--- src/rtl/led_pwm_pkg.sv ---
// Shared constants for the led_pwm_bank register window.
package led_pwm_pkg;

  // Byte offsets from the window base
  localparam logic [31:0] OFF_CTRL      = 32'h0000_0000;
  localparam logic [31:0] OFF_PRESCALE  = 32'h0000_0004;
  localparam logic [31:0] OFF_STATUS    = 32'h0000_0008;
  localparam logic [31:0] OFF_BLINK     = 32'h0000_000C;
  localparam logic [31:0] OFF_DUTY_BASE = 32'h0000_0010;

  // CTRL field positions
  localparam int unsigned CTRL_GEN_BIT  = 0;
  localparam int unsigned CTRL_CHEN_LSB = 8;

  // STATUS field positions
  localparam int unsigned STATUS_WRAP_BIT = 0;

  // BLINK field positions (mask occupies the low CHANNELS bits)
  localparam int unsigned BLINK_HALF_LSB  = 16;
  localparam int unsigned BLINK_HALF_BITS = 8;

  // Byte offset of the DUTY register for channel ch
  function automatic logic [31:0] duty_off(input int unsigned ch);
    return OFF_DUTY_BASE + 32'(4 * ch);
  endfunction

endpackage

--- src/rtl/led_pwm_bank_if.sv ---
// CPU simple read/write bus as seen by the PWM bank.
interface led_pwm_bank_if;
  logic        write;
  logic        read;
  logic [31:0] address;
  logic [31:0] wdata;
  logic [31:0] rdata;

  modport master (output write, read, address, wdata, input rdata);
  modport slave  (input write, read, address, wdata, output rdata);
endinterface

--- src/rtl/led_pwm_channel.sv ---
// One PWM channel: shadow/active duty, compare and registered active-low pin.
module led_pwm_channel #(
  parameter int unsigned PWM_BITS = 8
) (
  input  logic                clk,
  input  logic                rst,
  input  logic                gen_i,
  input  logic                chen_i,
  input  logic                wrap_i,
  input  logic                force_off_i,
  input  logic                duty_we_i,
  input  logic [PWM_BITS-1:0] duty_wdata_i,
  input  logic [PWM_BITS-1:0] cnt_i,
  output logic [PWM_BITS-1:0] shadow_o,
  output logic                led_n_o
);

  localparam logic [PWM_BITS-1:0] DUTY_FULL = '1;

  logic [PWM_BITS-1:0] shadow_q;
  logic [PWM_BITS-1:0] active_q;
  logic                led_n_q;
  logic                lit_c;

  // CPU-visible shadow duty
  always_ff @(posedge clk or posedge rst) begin
    if (rst)            shadow_q <= '0;
    else if (duty_we_i) shadow_q <= duty_wdata_i;
  end

  // Active duty only changes at a period wrap (or freely while stopped)
  always_ff @(posedge clk or posedge rst) begin
    if (rst)                   active_q <= '0;
    else if (!gen_i || wrap_i) active_q <= shadow_q;
  end

  assign lit_c = gen_i & chen_i & ~force_off_i &
                 ((cnt_i < active_q) | (active_q == DUTY_FULL));

  // Registered active-low pin
  always_ff @(posedge clk or posedge rst) begin
    if (rst) led_n_q <= 1'b1;
    else     led_n_q <= ~lit_c;
  end

  assign shadow_o = shadow_q;
  assign led_n_o  = led_n_q;

endmodule

--- src/rtl/led_pwm_bank.sv ---
// Memory-mapped multi-channel PWM LED controller.
// Optional blink feature enabled by defining LED_PWM_BLINK_EN.
module led_pwm_bank
  import led_pwm_pkg::*;
#(
  parameter int unsigned CHANNELS      = 3,
  parameter int unsigned PWM_BITS      = 8,
  parameter int unsigned PRESCALE_BITS = 16,
  parameter logic [31:0] BASE_ADDR     = 32'h8000_0000
) (
  input  logic                clk,
  input  logic                rst,
  led_pwm_bank_if.slave       bus,
  output logic [CHANNELS-1:0] led_n,
  output logic                period_tick
);

  localparam logic [PWM_BITS-1:0] CNT_MAX = '1;

  logic [31:0]              offset_c;
  logic                     sel_ctrl_c;
  logic                     sel_prescale_c;
  logic                     sel_status_c;
  logic [CHANNELS-1:0]      duty_sel_c;
  logic [31:0]              rdata_c;
  logic                     tick_c;
  logic                     wrap_c;
  logic [CHANNELS-1:0]      force_off_c;
  logic [PWM_BITS-1:0]      duty_shadow [CHANNELS];

  logic                     gen_q;
  logic [CHANNELS-1:0]      chen_q;
  logic [PRESCALE_BITS-1:0] prescale_q;
  logic [PRESCALE_BITS-1:0] pre_cnt_q;
  logic [PWM_BITS-1:0]      cnt_q;
  logic                     wrap_sticky_q;
  logic                     period_tick_q;
  logic [31:0]              rdata_q;
  logic                     unused_c;

  // Address decode on the word-aligned offset into the window
  assign offset_c       = (bus.address & ~32'h3) - (BASE_ADDR & ~32'h3);
  assign sel_ctrl_c     = (offset_c == OFF_CTRL);
  assign sel_prescale_c = (offset_c == OFF_PRESCALE);
  assign sel_status_c   = (offset_c == OFF_STATUS);

  for (genvar i = 0; i < CHANNELS; i++) begin : g_dsel
    assign duty_sel_c[i] = (offset_c == duty_off(i));
  end

  // Control registers
  always_ff @(posedge clk or posedge rst) begin
    if (rst) begin
      gen_q      <= 1'b0;
      chen_q     <= '0;
      prescale_q <= '0;
    end else if (bus.write) begin
      if (sel_ctrl_c) begin
        gen_q  <= bus.wdata[CTRL_GEN_BIT];
        chen_q <= bus.wdata[CTRL_CHEN_LSB +: CHANNELS];
      end
      if (sel_prescale_c) prescale_q <= bus.wdata[PRESCALE_BITS-1:0];
    end
  end

  // >= keeps the prescaler bounded if PRESCALE is lowered mid-count
  assign tick_c = gen_q && (pre_cnt_q >= prescale_q);
  assign wrap_c = tick_c && (cnt_q == CNT_MAX);

  // Prescaler and PWM counter, parked at zero while GEN is low
  always_ff @(posedge clk or posedge rst) begin
    if (rst) begin
      pre_cnt_q <= '0;
      cnt_q     <= '0;
    end else if (!gen_q) begin
      pre_cnt_q <= '0;
      cnt_q     <= '0;
    end else if (tick_c) begin
      pre_cnt_q <= '0;
      cnt_q     <= PWM_BITS'(cnt_q + 1'b1);
    end else begin
      pre_cnt_q <= PRESCALE_BITS'(pre_cnt_q + 1'b1);
    end
  end

  // Sticky WRAP flag; a wrap beats a simultaneous write-1-clear
  always_ff @(posedge clk or posedge rst) begin
    if (rst)         wrap_sticky_q <= 1'b0;
    else if (wrap_c) wrap_sticky_q <= 1'b1;
    else if (bus.write && sel_status_c && bus.wdata[STATUS_WRAP_BIT])
      wrap_sticky_q <= 1'b0;
  end

  // Period wrap pulse
  always_ff @(posedge clk or posedge rst) begin
    if (rst) period_tick_q <= 1'b0;
    else     period_tick_q <= wrap_c;
  end

`ifdef LED_PWM_BLINK_EN
  logic                       sel_blink_c;
  logic [CHANNELS-1:0]        blink_mask_q;
  logic [BLINK_HALF_BITS-1:0] blink_half_q;
  logic [BLINK_HALF_BITS-1:0] blink_cnt_q;
  logic                       blink_off_q;

  assign sel_blink_c = (offset_c == OFF_BLINK);

  // Blink phase: counts wraps, toggles every half-period, restarts on write
  always_ff @(posedge clk or posedge rst) begin
    if (rst) begin
      blink_mask_q <= '0;
      blink_half_q <= '0;
      blink_cnt_q  <= '0;
      blink_off_q  <= 1'b0;
    end else if (bus.write && sel_blink_c) begin
      blink_mask_q <= bus.wdata[CHANNELS-1:0];
      blink_half_q <= bus.wdata[BLINK_HALF_LSB +: BLINK_HALF_BITS];
      blink_cnt_q  <= '0;
      blink_off_q  <= 1'b0;
    end else if (wrap_c && (blink_half_q != '0)) begin
      if (blink_cnt_q == BLINK_HALF_BITS'(blink_half_q - 1'b1)) begin
        blink_cnt_q <= '0;
        blink_off_q <= ~blink_off_q;
      end else begin
        blink_cnt_q <= BLINK_HALF_BITS'(blink_cnt_q + 1'b1);
      end
    end
  end

  assign force_off_c = blink_mask_q &
                       {CHANNELS{blink_off_q && (blink_half_q != '0)}};
`else
  assign force_off_c = '0;
`endif

  // Read data mux; unmapped offsets and unused field bits read 0
  always_comb begin
    rdata_c = '0;
    if (sel_ctrl_c) begin
      rdata_c[CTRL_GEN_BIT]              = gen_q;
      rdata_c[CTRL_CHEN_LSB +: CHANNELS] = chen_q;
    end
    if (sel_prescale_c) rdata_c[PRESCALE_BITS-1:0] = prescale_q;
    if (sel_status_c)   rdata_c[STATUS_WRAP_BIT]   = wrap_sticky_q;
`ifdef LED_PWM_BLINK_EN
    if (sel_blink_c) begin
      rdata_c[CHANNELS-1:0]                        = blink_mask_q;
      rdata_c[BLINK_HALF_LSB +: BLINK_HALF_BITS]   = blink_half_q;
    end
`endif
    for (int i = 0; i < CHANNELS; i++) begin
      if (duty_sel_c[i]) rdata_c[PWM_BITS-1:0] = duty_shadow[i];
    end
  end

  // Registered read data; a colliding write forces 0
  always_ff @(posedge clk or posedge rst) begin
    if (rst)                        rdata_q <= '0;
    else if (bus.read && bus.write) rdata_q <= '0;
    else if (bus.read)              rdata_q <= rdata_c;
  end

  // Per-channel duty, compare and output
  for (genvar i = 0; i < CHANNELS; i++) begin : g_ch
    led_pwm_channel #(
      .PWM_BITS(PWM_BITS)
    ) u_ch (
      .clk          (clk),
      .rst          (rst),
      .gen_i        (gen_q),
      .chen_i       (chen_q[i]),
      .wrap_i       (wrap_c),
      .force_off_i  (force_off_c[i]),
      .duty_we_i    (bus.write && duty_sel_c[i]),
      .duty_wdata_i (bus.wdata[PWM_BITS-1:0]),
      .cnt_i        (cnt_q),
      .shadow_o     (duty_shadow[i]),
      .led_n_o      (led_n[i])
    );
  end

  assign bus.rdata   = rdata_q;
  assign period_tick = period_tick_q;
  assign unused_c    = ^{bus.wdata, offset_c};

endmodule

--- src/flat_wrapper.sv ---
// flat-port wrapper written by rule: the top's interface ports become plain ports
module led_pwm_bank_flat import led_pwm_pkg::*;
#(
  parameter int unsigned CHANNELS      = 3,
  parameter int unsigned PWM_BITS      = 8,
  parameter int unsigned PRESCALE_BITS = 16,
  parameter logic [31:0] BASE_ADDR     = 32'h8000_0000
)
  (clk, rst, led_n, period_tick, bus_write, bus_read, bus_address, bus_wdata, bus_rdata);
  led_pwm_bank_if bus_i ();
  input  logic clk;
  input  logic rst;
  output logic [CHANNELS-1:0] led_n;
  output logic period_tick;
  input wire logic [$bits(bus_i.write)-1:0] bus_write;
  input wire logic [$bits(bus_i.read)-1:0] bus_read;
  input wire logic [$bits(bus_i.address)-1:0] bus_address;
  input wire logic [$bits(bus_i.wdata)-1:0] bus_wdata;
  output wire logic [$bits(bus_i.rdata)-1:0] bus_rdata;
  assign bus_i.write = bus_write;
  assign bus_i.read = bus_read;
  assign bus_i.address = bus_address;
  assign bus_i.wdata = bus_wdata;
  assign bus_rdata = bus_i.rdata;
  led_pwm_bank #(.CHANNELS(CHANNELS), .PWM_BITS(PWM_BITS), .PRESCALE_BITS(PRESCALE_BITS), .BASE_ADDR(BASE_ADDR)) u_core (.clk(clk), .rst(rst), .bus(bus_i), .led_n(led_n), .period_tick(period_tick));
endmodule
--- config.mk ---
export PLATFORM = sky130hd
export DESIGN_NAME = led_pwm_bank_flat
export DESIGN_NICKNAME = d
export VERILOG_FILES = /design/src/rtl/led_pwm_pkg.sv /design/src/rtl/led_pwm_bank_if.sv /design/src/rtl/led_pwm_channel.sv /design/src/rtl/led_pwm_bank.sv /design/src/flat_wrapper.sv
export SDC_FILE = /design/constraint.sdc
export NUM_CORES = 1
export LEC_CHECK = 0
export ABC_AREA = 1
export CAP_MARGIN = 20
export CORE_MARGIN = 5
export CORE_UTILIZATION = 40
export CTS_CLUSTER_SIZE = 14
export DETAILED_ROUTE_END_ITERATION = 8
export SLEW_MARGIN = 30
export SYNTH_ARGS = -nofsm -noshare
export SYNTH_HDL_FRONTEND = slang
export SYNTH_SLANG_ARGS = --single-unit
--- constraint.sdc ---
create_clock -name clk -period 4.3 [get_ports clk]
set_input_delay 0.86 -clock clk [delete_from_list [all_inputs] [get_ports clk]]
set_output_delay 0.86 -clock clk [all_outputs]
set_load 0.05 [all_outputs]
After elaboration in Yosys (flattened, before gate mapping):

Cells that the tools add are included.

* $add $sub $neg: 3
* reductions and logical operators: 15
* eq/ne operators: 10
* order comparisons: 4
* multiplexer cells: 15
* bitwise logic cells: 12

Operator list (count)
* 32-bit by 5-bit == test with 1-bit output (second input constant): 3
* 32-bit 2-to-1 mux: 2
* 16-bit 2-to-1 mux: 3
* 8-bit 2-to-1 mux: 5
* 32-bit by 3-bit == test with 1-bit output (second input constant): 1
* 32-bit by 4-bit == test with 1-bit output (second input constant): 1
* 8-bit == test (second input constant): 4
* 32-bit zero test: 1
* 32-bit subtractor (second input constant): 1
* 8-bit < comparator: 3
* 16-bit by 1-bit adder with 16-bit output (second input constant): 1
* 16-bit >= comparator: 1
* 8-bit by 1-bit adder with 8-bit output (second input constant): 1
* 1-bit logical AND: 8
* 1-bit AND: 6
* 1-bit 2-to-1 mux: 4
* 2-bit AND reduction: 2
* 2-bit nonzero test: 2
* 3-bit 2-to-1 mux: 1
* 1-bit NOT: 3
* 1-bit OR: 3
* 2-bit by 1-bit != test with 1-bit output (second input constant): 1
* 1-bit zero test: 1
* 1-bit logical OR: 1

* output and inout bits: 36
* bits of input ports: 68
* flip-flop bits (word level): 129

Depth between registers and ports, before layout:

* depth in word-level cells: 10
* depth in mapped cells: 15
* gate-level depth less buffers: 14

Modules after synthesis:

A second synthesis with hierarchy kept.

* cell total of the unflattened synthesis: 789
* area total of the unflattened synthesis: 6558.8 um^2

By module, submodules not included
* led_pwm_bank: seq. area each 1551.5 um^2, times used 1, area each 3998.8 um^2, cells each 531
* led_pwm_channel: seq. area each 426.7 um^2, times used 3, area each 853.3 um^2, cells each 86

Least setup slack after synthesis:

Ideal clock, no wire load.

* path type: input port to flip-flop
* start point: input bus_address[18]
* end point: register u_core.chen_q[0]
* slack: 2.238 ns
* data required time: 4.221 ns
* data arrival time: 1.983 ns
* stages on the path: 10
* buffers on the path: 0
* path through: inv_1 > nand2_1 > nor2_1 > nand2_1 > nor2_1 > nand2_1 > inv_2 > nand2_2 > nor2_4 > mux2i_1

* word-level cells in the longest chain between the ends: 3

RTL lines
* from (decl): RTL line flat_wrapper.sv:17 `input wire logic [$bits(bus_i.address)-1:0] bus_address;`
* 32-bit subtractor: RTL line led_pwm_bank.sv:42 `assign offset_c = (bus.address & ~32'h3) - (BASE_ADDR & ~32'h3);`
* 32-bit zero test: RTL line led_pwm_bank.sv:43 `assign sel_ctrl_c = (offset_c == OFF_CTRL);`
* 2-bit AND reduction (no line)
* to (signal assigned): RTL line led_pwm_bank.sv:60 `chen_q <= bus.wdata[CTRL_CHEN_LSB +: CHANNELS];`
* to (decl): RTL line led_pwm_bank.sv:32 `logic [CHANNELS-1:0] chen_q;`

No other way between the ends.
A chain may end at the register's enable or synchronous reset.

Final worst setup path:

* start point: register u_core.pre_cnt_q[13]
* end point: register u_core.pre_cnt_q[7]

* word-level cells in the longest chain between the ends: 4

RTL lines
* from (decl): RTL line led_pwm_bank.sv:34 `logic [PRESCALE_BITS-1:0] pre_cnt_q;`
* from (signal assigned): RTL line led_pwm_bank.sv:82 `pre_cnt_q <= PRESCALE_BITS'(pre_cnt_q + 1'b1);`
* 16-bit >= comparator: RTL line led_pwm_bank.sv:67 `assign tick_c = gen_q && (pre_cnt_q >= prescale_q);`
* 1-bit logical AND: RTL line led_pwm_bank.sv:67
* 16-bit 2-to-1 mux: RTL line led_pwm_bank.sv:78 `end else if (tick_c) begin`
* 16-bit 2-to-1 mux: RTL line led_pwm_bank.sv:75 `end else if (!gen_q) begin`

No other way between the ends.

==> results.toml <==
[run_status]
status = "complete, no violations"

[routing]
routed_wirelength_mm = 16.6
wl_per_cell_um = 14.6
drc = 0
drt_iter0_drc = 294
postRouteAntennaNets = 0
viasPerCell = 4.85
drt_pass1_iterations = 5
via_count = 5513

[sta]
hold_violations = 0
skew_ns = 0.0108
worst_pin_slew_ns = 0.821
timing.slew.headroom_pct = 45.2
fin_crit_ns = 2.68
hold_ws_ns = 0.478
setup-violations-final = 0
rsz0062_at_grt = "false"
slew_viol_final = 0
max_freq_ghz = 0.374
setup_tns_ns = 0
period_share_pct = 62.2

[clocking]
clock_path_buffers = 2
cts_setup_buffers = 0
clkTransAtPathRegs_ns = 0.05
insertion_delay_ns = 0.41
cts_made_buffers = 17
tritoncts = "yes"
cts_htree_levels = 4
root_buffer = "clkbuf_16"
cts_resized = 0
postCtsHoldBufs = 0
cts.sinks = 113

[finish]
nFillCells = 1564
nNetsFinal = 1014
drive_gt1_share_pct = 6.96
layout_common_cells = "248 x nand2_1, 110 x dfrtp_1, 94 x inv_1"
final_common_cell = "nand2_1"
seqCellArea_mm2 = 0.00283
multi_input_area_mm2 = 0.00312
fin_cells = 1136
antenna_cells = 0
area_growth_syn_to_layout_pct = 22.9

[die]
die_area_mm2 = 0.0189
initial_core_util_pct = 40.9
num_rows = 46
die_w_um = 137
die_h_um = 137
pin_count = 104
design.core.area_mm2 = 0.0159

[setup_path]
cp_cell_sequence = "ha_1 -> nand2_1 -> inv_1 -> nor2_1 -> o21ai_0 -> a21oi_1 -> nand4_2 -> inv_1 -> nand2_1 -> a21oi_1"
reg2reg_slack_ns = 1.62
cp_slowest_cell = "nand4_2"
required_ns = 4.63
worstSetupPathType = "register to register"
worstPathArrival_ns = 3.00
critPathLaunchType = "register"
crit_path_end_kind = "register"
max_stage_delay_ns = 0.51
crit_fanout = 17

[power]
fin_total_pwr_w = 0.00275
power_density_mw_per_mm2 = 344
ir_drop_uv = 304
p_leak_nw = 3.97

[logic_synthesis]
syn_area_per_cell_um2 = 7.78
synthMuxAreaShare_pct = 0.462
synthTopCellsByArea = "dfrtp_1 42%, nand2_1 14%, ha_1 7.5%"
yosys.area.top_type_share_pct = 42.4
yosysSeqAreaShare_pct = 43.6
synth_cell_type_count = 42
yosysWarnings = 0
netlist_area_mm2 = 0.00650
synth-seq-cells = 113
syn_inst = 835
async_reset_ff_share_pct = 100
yosys.area_share.simple_pct = 30.1
synth-edff-count = 0
yosys.area_share.adder_pct = 7.51
synth_flop_cell = "dfrtp_1"
synth_top_cell_by_area = "dfrtp_1"
synth_top_family_by_area = "simple AND/OR/NAND/NOR gates"
synth-compound-area-share_pct = 8.36
synth_xor_area_share_pct = 0.674

[global_routing]
grt.total_usage_pct = 18.6
grt_overflow = 0
grt_max_degree = 66
antenna_found_initial = 0
grt_pass1_wl_mm = 27.1
grt_pass1_vias = 5261

[place]
dp_hpwl_mm = 12.4
port_buffers = 69
gp_congestion = 0.838
place_inst = 1104

[worst_hold_path]
hold_class = "register to register"

[run]
maxCapViolCount = 0
## final timing paths
kind                                      startpoint              endpoint  cells after the start
worst max register to register  u_core.pre_cnt_q[13]   u_core.pre_cnt_q[7]                     10
worst min-delay path             u_core.bus.rdata[8]   u_core.bus.rdata[8]                      2
max in group asynchronous                        rst  u_core.pre_cnt_q[11]                      3
worst max-delay path            u_core.pre_cnt_q[13]   u_core.pre_cnt_q[7]                     10
worst min register to register   u_core.bus.rdata[8]   u_core.bus.rdata[8]                      2
min in group asynchronous                        rst   u_core.pre_cnt_q[0]                      2
## sequential cells by signal, summed over array words and instances, names as in the netlist
signal,count
u_core.chen_q,3
u_core.bus.rdata,16
u_core.wrap_sticky_q,1
u_core.g_ch.u_ch.shadow_o,24
u_core.gen_q,1
u_core.prescale_q,16
u_core.g_ch.u_ch.active_q,24
u_core.period_tick,1
u_core.cnt_q,8
u_core.g_ch.u_ch.led_n_o,3
u_core.pre_cnt_q,16
## report_power, final
| group | internal [W] | switching [W] | total [W] | leakage [nW] |
|---|---|---|---|---|
| clock | 0.00106 | 0.000487 | 0.00154 | 0.314 |
| combinational | 0.0000489 | 0.0000915 | 0.000140 | 2.21 |
| sequential | 0.00106 | 0.0000000174 | 0.00106 | 1.45 |
| total | 0.00217 | 0.000578 | 0.00275 | 3.97 |
## cell families after synthesis
kind of cell             after synthesis
AND/OR/NAND/NOR                      435
AO/OA/AOI/OAI                        105
buffers and inverters                134
adder cells (fa/ha/maj)               39
flip-flops                           113
multiplexers                           3
other                                  1
XOR/XNOR                               5
## area by class of cell
type                       instances  area share, %
clock buffer                      22           5.81
timing repair buffer              75           9.37
inverter                          97           4.59
clock inverter                    10           2.27
tap                              216           3.38
sequential                       113           35.5
multi-input combinational        603           39.1
## synthesized netlist by cell type (2+ instances only)
library cell,n
o21ai_1,13
xor2_1,3
buf_6,2
nor3b_1,2
o21a_1,2
nor2_4,4
o21ai_0,58
nand3_1,62
o21bai_1,2
dfstp_2,3
nor3_1,7
nand4_1,21
nor2_2,2
clkbuf_1,4
a21oi_1,24
buf_1,4
dfrtp_1,110
nor4_4,2
inv_1,95
nand3_4,3
or2_2,3
nor2_1,70
buf_2,7
nand2_1,248
buf_4,19
nand2_2,3
mux2i_1,3
ha_1,39
o22ai_1,6
xnor2_1,2
## layer usage
| layer | vias to the layer above | share of wire [%] | track usage (%) |
|---|---|---|---|
| met5 | - | 0 | 0 |
| met3 | 24 | 3.8 | 3.91 |
| met2 | 110 | 48 | 30.3 |
| met4 | 0 | 2.2 | 5.76 |
| li1 | 2828 | - | - |
| met1 | 2551 | 46 | 25.0 |
## critical path, delay by kind of cell, from the launching register on
kind,cells,cell delay (ns)
buf+inv,2,0.53
compound gates,3,0.54
flops,1,0.43
simple gates,4,0.76
fa+ha+maj,1,0.33
## stage by stage
| step | cell area (um2) | utilization (%) | worst slack (ns) |
|---|---|---|---|
| after floorplan | 6550 | - | 0.458 |
| after CTS | 7980 | 50.3 | 1.62 |
| after detailed placement | 7340 | 46.2 | 1.48 |
| after global placement | 7340 | 46.2 | 1.49 |
| final | 7990 | 50.3 | 1.62 |
| after global routing | 7990 | 50.3 | 1.42 |
Power figures use the tool's default switching activity.
